$ cat src/rtl/pc_sequencer_pkg.sv
// Shared types and constants for the PC sequencer.
// Holds the PC width, interrupt vector, FSM state type and a PC+1 helper.
package pc_sequencer_pkg;

    localparam int unsigned PC_W = 12;

    localparam logic [PC_W-1:0] IRQ_VECTOR = 12'h004;

    typedef enum logic [1:0] {
        IDLE,
        FETCH,
        EXEC,
        UPDATE
    } state_t;

    // Sequential successor of a PC; wraps 12'hFFF to 12'h000.
    function automatic logic [PC_W-1:0] pc_next(input logic [PC_W-1:0] pc);
        return pc + PC_W'(1);
    endfunction

endpackage

$ cat src/rtl/pc_sequencer_if.sv
// Bundle between the PC sequencer (master) and fetch/exec/PC logic (slave).
// Carries fetch handshake, exec result, halt, PC register controls and,
// with PC_SEQUENCER_IRQ_EN defined, irq/reti/irq_ack.
interface pc_sequencer_if;
    import pc_sequencer_pkg::*;

    logic            fetch_req;
    logic            fetch_ack;
    logic            exec_done;
    logic            branch_taken;
    logic [PC_W-1:0] branch_target;
    logic            halt;
    logic [PC_W-1:0] pc_q;
    logic            pc_hold;
    logic            pc_increment;
    logic            pc_load;
    logic [PC_W-1:0] pc_d;

`ifdef PC_SEQUENCER_IRQ_EN
    logic            irq;
    logic            reti;
    logic            irq_ack;

    modport master (
        output fetch_req, pc_hold, pc_increment, pc_load, pc_d, irq_ack,
        input  fetch_ack, exec_done, branch_taken, branch_target,
        input  halt, pc_q, irq, reti
    );

    modport slave (
        input  fetch_req, pc_hold, pc_increment, pc_load, pc_d, irq_ack,
        output fetch_ack, exec_done, branch_taken, branch_target,
        output halt, pc_q, irq, reti
    );
`else
    modport master (
        output fetch_req, pc_hold, pc_increment, pc_load, pc_d,
        input  fetch_ack, exec_done, branch_taken, branch_target,
        input  halt, pc_q
    );

    modport slave (
        input  fetch_req, pc_hold, pc_increment, pc_load, pc_d,
        output fetch_ack, exec_done, branch_taken, branch_target,
        output halt, pc_q
    );
`endif

endinterface

$ cat src/rtl/pc_sequencer.sv
// PC sequencer: IDLE -> FETCH -> EXEC -> UPDATE -> FETCH control loop.
// Ports: clk, rst_n (async, active-low), sif (pc_sequencer_if.master).
// Optional PC_SEQUENCER_IRQ_EN adds irq entry / reti return via epc.
module pc_sequencer
    import pc_sequencer_pkg::*;
(
    input  logic           clk,
    input  logic           rst_n,
    pc_sequencer_if.master sif
);

    state_t          state;
    logic            fetch_req_q;
    logic            br_q;
    logic [PC_W-1:0] tgt_q;
    logic            upd;
    logic            inc_c;
    logic            load_c;
    logic [PC_W-1:0] d_c;

    // An UPDATE cycle only takes effect while not halted.
    assign upd = (state == UPDATE) && !sif.halt;

`ifdef PC_SEQUENCER_IRQ_EN
    logic            reti_q;
    logic            in_irq;
    logic [PC_W-1:0] epc;
    logic [PC_W-1:0] ret_pc;
    logic            take_irq;
    logic            ack_c;

    // Address the interrupted flow would have continued at.
    assign ret_pc   = br_q ? tgt_q : pc_next(sif.pc_q);
    // A pending reti owns this UPDATE; the irq waits for the next one.
    assign take_irq = sif.irq && !in_irq && !reti_q;
`else
    logic unused_pc;
    assign unused_pc = ^sif.pc_q;
`endif

    always_ff @(posedge clk or negedge rst_n) begin
        if (!rst_n) begin
            state       <= IDLE;
            fetch_req_q <= 1'b0;
            br_q        <= 1'b0;
            tgt_q       <= '0;
`ifdef PC_SEQUENCER_IRQ_EN
            reti_q      <= 1'b0;
            in_irq      <= 1'b0;
            epc         <= '0;
`endif
        end else if (!sif.halt) begin
            unique case (state)
                IDLE: begin
                    state       <= FETCH;
                    fetch_req_q <= 1'b1;
                end
                FETCH: begin
                    if (sif.fetch_ack) begin
                        state       <= EXEC;
                        fetch_req_q <= 1'b0;
                    end
                end
                EXEC: begin
                    if (sif.exec_done) begin
                        state  <= UPDATE;
                        br_q   <= sif.branch_taken;
                        tgt_q  <= sif.branch_target;
`ifdef PC_SEQUENCER_IRQ_EN
                        reti_q <= sif.reti;
`endif
                    end
                end
                UPDATE: begin
                    state       <= FETCH;
                    fetch_req_q <= 1'b1;
                    br_q        <= 1'b0;
                    tgt_q       <= '0;
`ifdef PC_SEQUENCER_IRQ_EN
                    reti_q      <= 1'b0;
                    if (reti_q) begin
                        in_irq <= 1'b0;
                    end else if (take_irq) begin
                        epc    <= ret_pc;
                        in_irq <= 1'b1;
                    end
`endif
                end
                default: state <= IDLE;
            endcase
        end
    end

    always_comb begin
        inc_c  = 1'b0;
        load_c = 1'b0;
        d_c    = '0;
`ifdef PC_SEQUENCER_IRQ_EN
        ack_c  = 1'b0;
        if (upd) begin
            if (reti_q) begin
                load_c = 1'b1;
                d_c    = epc;
            end else if (take_irq) begin
                load_c = 1'b1;
                d_c    = IRQ_VECTOR;
                ack_c  = 1'b1;
            end else if (br_q) begin
                load_c = 1'b1;
                d_c    = tgt_q;
            end else begin
                inc_c  = 1'b1;
            end
        end
`else
        if (upd) begin
            if (br_q) begin
                load_c = 1'b1;
                d_c    = tgt_q;
            end else begin
                inc_c  = 1'b1;
            end
        end
`endif
    end

    // Halt takes effect in the same cycle it is raised.
    assign sif.fetch_req    = fetch_req_q & ~sif.halt;
    assign sif.pc_hold      = sif.halt & rst_n;
    assign sif.pc_increment = inc_c;
    assign sif.pc_load      = load_c;
    assign sif.pc_d         = d_c;
`ifdef PC_SEQUENCER_IRQ_EN
    assign sif.irq_ack      = ack_c;
`endif

endmodule

$ cat src/flat_wrapper.sv
// flat-port wrapper written by rule: the top's interface ports become plain ports
module pc_sequencer_flat import pc_sequencer_pkg::*;
  (clk, rst_n, sif_fetch_req, sif_pc_hold, sif_pc_increment, sif_pc_load, sif_pc_d, sif_fetch_ack, sif_exec_done, sif_branch_taken, sif_branch_target, sif_halt, sif_pc_q);
  pc_sequencer_if sif_i ();
  input  logic clk;
  input  logic rst_n;
  output wire logic [$bits(sif_i.fetch_req)-1:0] sif_fetch_req;
  output wire logic [$bits(sif_i.pc_hold)-1:0] sif_pc_hold;
  output wire logic [$bits(sif_i.pc_increment)-1:0] sif_pc_increment;
  output wire logic [$bits(sif_i.pc_load)-1:0] sif_pc_load;
  output wire logic [$bits(sif_i.pc_d)-1:0] sif_pc_d;
  input wire logic [$bits(sif_i.fetch_ack)-1:0] sif_fetch_ack;
  input wire logic [$bits(sif_i.exec_done)-1:0] sif_exec_done;
  input wire logic [$bits(sif_i.branch_taken)-1:0] sif_branch_taken;
  input wire logic [$bits(sif_i.branch_target)-1:0] sif_branch_target;
  input wire logic [$bits(sif_i.halt)-1:0] sif_halt;
  input wire logic [$bits(sif_i.pc_q)-1:0] sif_pc_q;
  assign sif_fetch_req = sif_i.fetch_req;
  assign sif_pc_hold = sif_i.pc_hold;
  assign sif_pc_increment = sif_i.pc_increment;
  assign sif_pc_load = sif_i.pc_load;
  assign sif_pc_d = sif_i.pc_d;
  assign sif_i.fetch_ack = sif_fetch_ack;
  assign sif_i.exec_done = sif_exec_done;
  assign sif_i.branch_taken = sif_branch_taken;
  assign sif_i.branch_target = sif_branch_target;
  assign sif_i.halt = sif_halt;
  assign sif_i.pc_q = sif_pc_q;
  pc_sequencer u_core (.clk(clk), .rst_n(rst_n), .sif(sif_i));
endmodule
$ cat config.mk
export PLATFORM = sky130hd
export DESIGN_NAME = pc_sequencer_flat
export DESIGN_NICKNAME = d
export VERILOG_FILES = /design/src/rtl/pc_sequencer_pkg.sv /design/src/rtl/pc_sequencer_if.sv /design/src/rtl/pc_sequencer.sv /design/src/flat_wrapper.sv
export SDC_FILE = /design/constraint.sdc
export NUM_CORES = 1
export LEC_CHECK = 0
export CAP_MARGIN = 15
export CELL_PAD_IN_SITES_DETAIL_PLACEMENT = 0
export CELL_PAD_IN_SITES_GLOBAL_PLACEMENT = 1
export CORE_ASPECT_RATIO = 0.7
export CORE_MARGIN = 1
export CORE_UTILIZATION = 33
export DETAILED_ROUTE_END_ITERATION = 7
export PLACE_DENSITY = 0.82
export SKIP_LAST_GASP = 1
export SYNTH_ARGS = -nofsm -noshare
export SYNTH_HDL_FRONTEND = slang
export SYNTH_SLANG_ARGS = --single-unit
$ cat constraint.sdc
create_clock -name clk -period 3.5 [get_ports clk]
set_clock_uncertainty 0.2 [all_clocks]
set_input_delay 0.35 -clock clk [delete_from_list [all_inputs] [get_ports clk]]
set_output_delay 0.35 -clock clk [all_outputs]
set_load 0.05 [all_outputs]
==> results.ini, run 1 <==
[run_status]
outcome = completed

[routing]
first_pass_iters = 3
ant_nets = 0
avgRoutedWirePerCell_um = 12.79
totalWireLength_um = 2111
num_vias = 801
vias_per_cell = 4.855
drc = 0
drt_iter0_markers = 22

[timing]
final.period_utilization = 0.7936
tightest_slew_ns = 1.032
setup_tns_ns = 0
maxSlewViolCount = 0
period_minus_slack_ns = 2.778
max_slew_margin = 0.2975
fmax_mhz = 360.0
rsz0062_at_grt = no
hold_viol_final = 0
setup_viol = 0

[clock_tree]
cts_hold_buffers = 0
cts_root_buffer = clkbuf_8
numCtsBuffers = 3
clock-sinks = 16
clk_path_buf_depth = 2
cts-resized-gates = 0
clkLatencyLatePin_ns = 0.24
ctsHtreeMaxLevel = 1
cts_setup_buffers = 0
cts_tree = done
path_clk_slew_ns = 0.06

[power_and_ir_drop]
p_per_area_mw_per_mm2 = 675.9
max-vdd-ir-drop_mv = 0.3382
p_leak_uw = 0.0006581

[global_route]
grt_use_total = 0.1335
antenna_found_initial = 0
grt_first_pass_wirelength_um = 3684
overflow = 0
grt_max_degree = 34
first_global_vias = 821

[synthesis]
synth_cell_types = 19
synth_top_cell_by_area = dfrtp_1
seq_area_frac_synth = 0.3800
synth_area_leaders = dfrtp_1 38%, o21ai_2 11%, o41ai_2 11%
syn_avg_cell_area_um2 = 10.97
netlist_area_mm2 = 0.001054
synth_fp_nets = 131
yosysTopAreaCellShare = 0.3800
ys_ff_latch = 16
syn_inst = 96
yosys_warnings = 0

[layout]
final_util = 0.4996
diodes = 0
drive_gt1_frac = 0.2326
nNetsFinal = 165
mostFrequentLayoutCell = clkdlybuf4s50_1
mostFrequentLayoutCells = 32 x clkdlybuf4s50_1, 17 x inv_1, 16 x dfrtp_1
syn2layout_area_growth_pct = 37.65
fillers = 272

[floorplanning]
io_pins = 46
fp-row-count = 16
start_util = 0.3629
core-area_mm2 = 0.002903
dieArea_mm2 = 0.003426
die_height_um = 49.27
die_w_um = 69.53

[setup_path]
critPathRequiredTime_ns = 2.95
crit_path_start_kind = flop
cp_max_fo = 11
r2r_setup_slack_ns = 1.33
arrival_ns = 2.23
setup.worst_path.end_class = output pin
worstSetupPathType = reg2out

[place]
gp_congestion = 0.7614
io_buffers = 33
hpwl_um = 1542

[min_path]
min_path_type = reg2reg

[run]
drv_cap = 0

## area by class of cell
type                            count  area [um^2]  share of cell area
Tap cell                           36        45.04             0.03106
Clock buffer                        4        55.05             0.03796
Inverter                           17        63.81             0.04400
Sequential cell                    16        400.4              0.2761
Timing Repair Buffer               36        347.8              0.2399
Multi-Input combinational cell     56        538.0              0.3710
## sequential cells by signal, indices dropped and copies added (netlist names)
signal	count
u_core.tgt_q	12
u_core.state	2
u_core.br_q	1
u_core.fetch_req_q	1
## cells in the mapped netlist
master and count:
a21oi_1 1, a221oi_2 1, and2_1 13, and3b_1 2, buf_2 3, buf_6 4
dfrtp_1 16, ha_1 5, inv_1 17, mux2i_1 2, mux2i_2 1, nand2_1 1
nor2b_1 1, nor3b_1 1, o21a_1 1, o21ai_2 13, o22a_1 1, o41ai_1 6
o41ai_2 7
## per-layer routing
metal / vias up / global-route usage / part of all wire / routed length [um]
met5: - / 0 / 0 / 0
met4: 0 / 0.01020 / 0 / 0
met3: 0 / 0.04339 / 0.059 / 125
met2: 26 / 0.2298 / 0.45 / 948
met1: 371 / 0.1701 / 0.49 / 1037
li1: 404 / - / - / -
## final timing paths
path / start / end / cells past startpoint
max reg2reg: u_core.state[0] / u_core.br_q / 5
max: u_core.state[0] / sif_pc_d[8] / 4
min: u_core.tgt_q[1] / u_core.tgt_q[1] / 2
min reg2reg: u_core.tgt_q[1] / u_core.tgt_q[1] / 2
min in group asynchronous: rst_n / u_core.tgt_q[3] / 2
max in group asynchronous: rst_n / u_core.tgt_q[8] / 2
## power by group
part,internal [uW],switching (uW)
Combinational,201,299
Sequential,264,56.8
Clock,99.6,60.0
Total,565,415
## worst max-delay path, cell delays in order (launching register included)
cell and delay [ns]:
dfrtp_1 0.42, ha_1 0.19, and3b_1 0.38, and2_1 0.19, clkdlybuf4s50_1 0.80
## cell families (layout without fill, tap and decap cells)
family / Yosys count / count (layout) / synth area share
buf+inv: 24 / 57 / 0.1176
mux: 3 / 3 / 0.03206
flops: 16 / 16 / 0.3800
compound gates: 30 / 30 / 0.3005
simple gates: 18 / 18 / 0.1105
fa+ha+maj: 5 / 5 / 0.05938
## stage by stage
step	hold WS (ns)	worst slack (ns)	total power (uW)	instance area, um^2	instances
6_report	0.2823	0.7223	980.2	1450	165
4_1_cts	0.2873	0.7070	997.6	1450	165
5_1_grt	0.3031	0.5659	1054	1450	165
2_1_floorplan	-0.1456	0.8423	725.8	1054	96
3_3_place_gp	0.2627	0.9928	809.1	1395	161
3_5_place_dp	0.2727	0.9882	830.1	1395	161
(Power assumes the default switching activity.)
==> run 2: changes to the inputs <==
CORE_UTILIZATION = 31   (was 33)
PLACE_DENSITY = 0.78   (was 0.82)
clock period = 2.9 ns   (was 3.5 ns; I/O delays follow)
==> run 2 against run 1 <==
  * Sequential share of layout area shrank 2.0 points
  * Routed wire length grew 11%
  * Cell count grew 1.2%
  * Register-to-register slack lost 0.30 ns
  * Count of clock-buffer cells in the layout shrank 1
  * Largest cell class unchanged
  * Highest routed layer is now met4
==> results.ini, run 2 (same netlist as run 1, synthesis figures left out) <==
[routing]
first_pass_iters = 3  ; unchanged
vias_per_cell = 4.844  ; -0.21%
num_vias = 809  ; +1.0%
ant_nets = 0  ; unchanged
avgRoutedWirePerCell_um = 14.01  ; +9.5%
totalWireLength_um = 2339  ; +11%
drc = 0  ; unchanged
drt_iter0_markers = 33  ; +50%

[setup_path]
cp_max_fo = 5  ; -6
cpPeakStageDelay_ns = 0.79  ; about the same
critPathTopFamily = buffers and inverters
critPathRequiredTime_ns = 2.41  ; -0.54 ns
arrival_ns = 1.95  ; -0.28 ns
crit_path_start_kind = flop
reg2reg_to = u_core.tgt_q[8]
crit_path_cell_trace = ha_1, and3b_1, and2_1, clkdlybuf4s50_1
critPathSlowestCell = clkdlybuf4s50_1
critPathBufInv = 1  ; unchanged
setup.worst_path.end_class = output pin
worstSetupPathType = reg2out
r2r_setup_slack_ns = 1.03  ; -0.30 ns
reg2reg_depth = 6  ; +1
rr_startpoint = u_core.state[0]

[global_route]
antenna_found_initial = 0  ; unchanged
grt_use_total = 0.1403  ; +0.006809
grt_first_pass_wirelength_um = 3898  ; +5.8%
first_global_vias = 849  ; +3.4%
grt_max_degree = 27  ; -21%
overflow = 0  ; unchanged

[layout]
regMostFlops = u_core.tgt_q
largest_reg_flops = 12  ; unchanged
instances_no_fill = 167  ; +1.2%
drive_gt1_frac = 0.3333  ; +0.1008
mostFrequentLayoutCells = 19 x clkdlybuf4s50_1, 17 x inv_1, 16 x dfrtp_1
nNetsFinal = 166  ; +0.61%
largest_registers = u_core.tgt_q: 12 flops, u_core.state: 2 flops
design_area_mm2 = 0.001564  ; +7.9%
diodes = 0  ; unchanged
syn2layout_area_growth_pct = 48.46
mostFrequentLayoutCell = clkdlybuf4s50_1

[run_status]
outcome = completed

[floorplanning]
fp-row-count = 17  ; +1
io_pins = 46  ; unchanged
core-area_mm2 = 0.003191  ; +9.9%
die_w_um = 71.68  ; +3.1%
dieArea_mm2 = 0.003639  ; +6.2%
die_height_um = 50.78  ; +3.1%
start_util = 0.3302  ; -0.03273

[clock_tree]
clkLatencyLatePin_ns = 0.25  ; about the same
cts_root_buffer = clkbuf_8
cts-resized-gates = 0  ; unchanged
cts_hold_buffers = 0  ; unchanged
numCtsBuffers = 3  ; unchanged
clk_path_buf_depth = 2  ; unchanged
cts_setup_buffers = 0  ; unchanged
cts_tree = done
ctsHtreeMaxLevel = 1  ; unchanged
path_clk_slew_ns = 0.06  ; about the same
clock-sinks = 16  ; unchanged

[min_path]
min_path_type = in2async

[place]
place_inst = 164  ; +1.9%
gp_congestion = 0.7085  ; -6.9%
dp_slack_ns = 0.6435  ; -0.3447 ns
hpwl_um = 1685  ; +9.3%
place_area_mm2 = 0.001523  ; +9.1%
io_buffers = 33  ; unchanged

[timing]
tightest_slew_ns = 0.4946  ; -0.5371 ns
setup_viol = 0  ; unchanged
hold_viol_final = 0  ; unchanged
final.period_utilization = 0.8410
period_minus_slack_ns = 2.439
rsz0062_at_grt = no
maxSlewViolCount = 0  ; unchanged
max_slew_margin = 0.6693  ; +0.3718
fin_ws_ns = 0.4612  ; -0.2611 ns
setup_tns_ns = 0  ; unchanged
fmax_mhz = 410.0

[power_and_ir_drop]
max-vdd-ir-drop_mv = 0.3292  ; -2.7%
p_leak_uw = 0.0007147  ; +8.6%
p_per_area_mw_per_mm2 = 771.5  ; +14%

[run]
drv_cap = 0  ; unchanged

## run 2: metal layers
layer	track usage	wire length (um)	vias to the layer above
li1	-	-	402
met1	0.1861	1147	377
met2	0.2327	1041	26
met3	0.02209	115	4
met4	0.04902	34	0
met5	0	0	-
## run 2: worst reg2reg max path: stages, from the launching register on
cell and delay [ns]:
dfrtp_1 0.43, ha_1 0.25, buf_4 0.22, mux2i_4 0.14, buf_4 0.37, o21ai_2 0.09, o41ai_1 0.07
## run 2: worst max-delay path by stage
stage	startpoint	to	depth (start not counted)
final	u_core.state[0]	sif_pc_d[9]	4
after global routing	u_core.state[0]	sif_pc_d[9]	4
after CTS	u_core.state[0]	sif_pc_d[9]	4
after detailed placement	sif_halt	sif_fetch_req	4
after global placement	sif_halt	sif_fetch_req	4
after floorplan	u_core.state[0]	sif_pc_increment	3
## run 2: area by class of cell
cell class                 count  area, um^2
fill                         298        1627
multi-input combinational     56       538.0
timing repair buffer          37       473.0
sequential                    16       400.4
inverter                      17       63.81
tap                           38       47.55
clock buffer                   3       41.29
## run 2: through the flow
stage                 util  hold slack [ns]  power, uW
global placement    0.4773           0.2631       1010
global route        0.4902           0.2838       1281
CTS                 0.4902           0.2738       1214
floorplan                -          -0.2056      876.0
finish              0.4902           0.2626       1207
detailed placement  0.4773           0.2706       1046
## run 2: power by group
part	internal (uW)	switching (uW)
clock	92.0	73.8
combinational	273	380
sequential	319	69.7
total	683	523
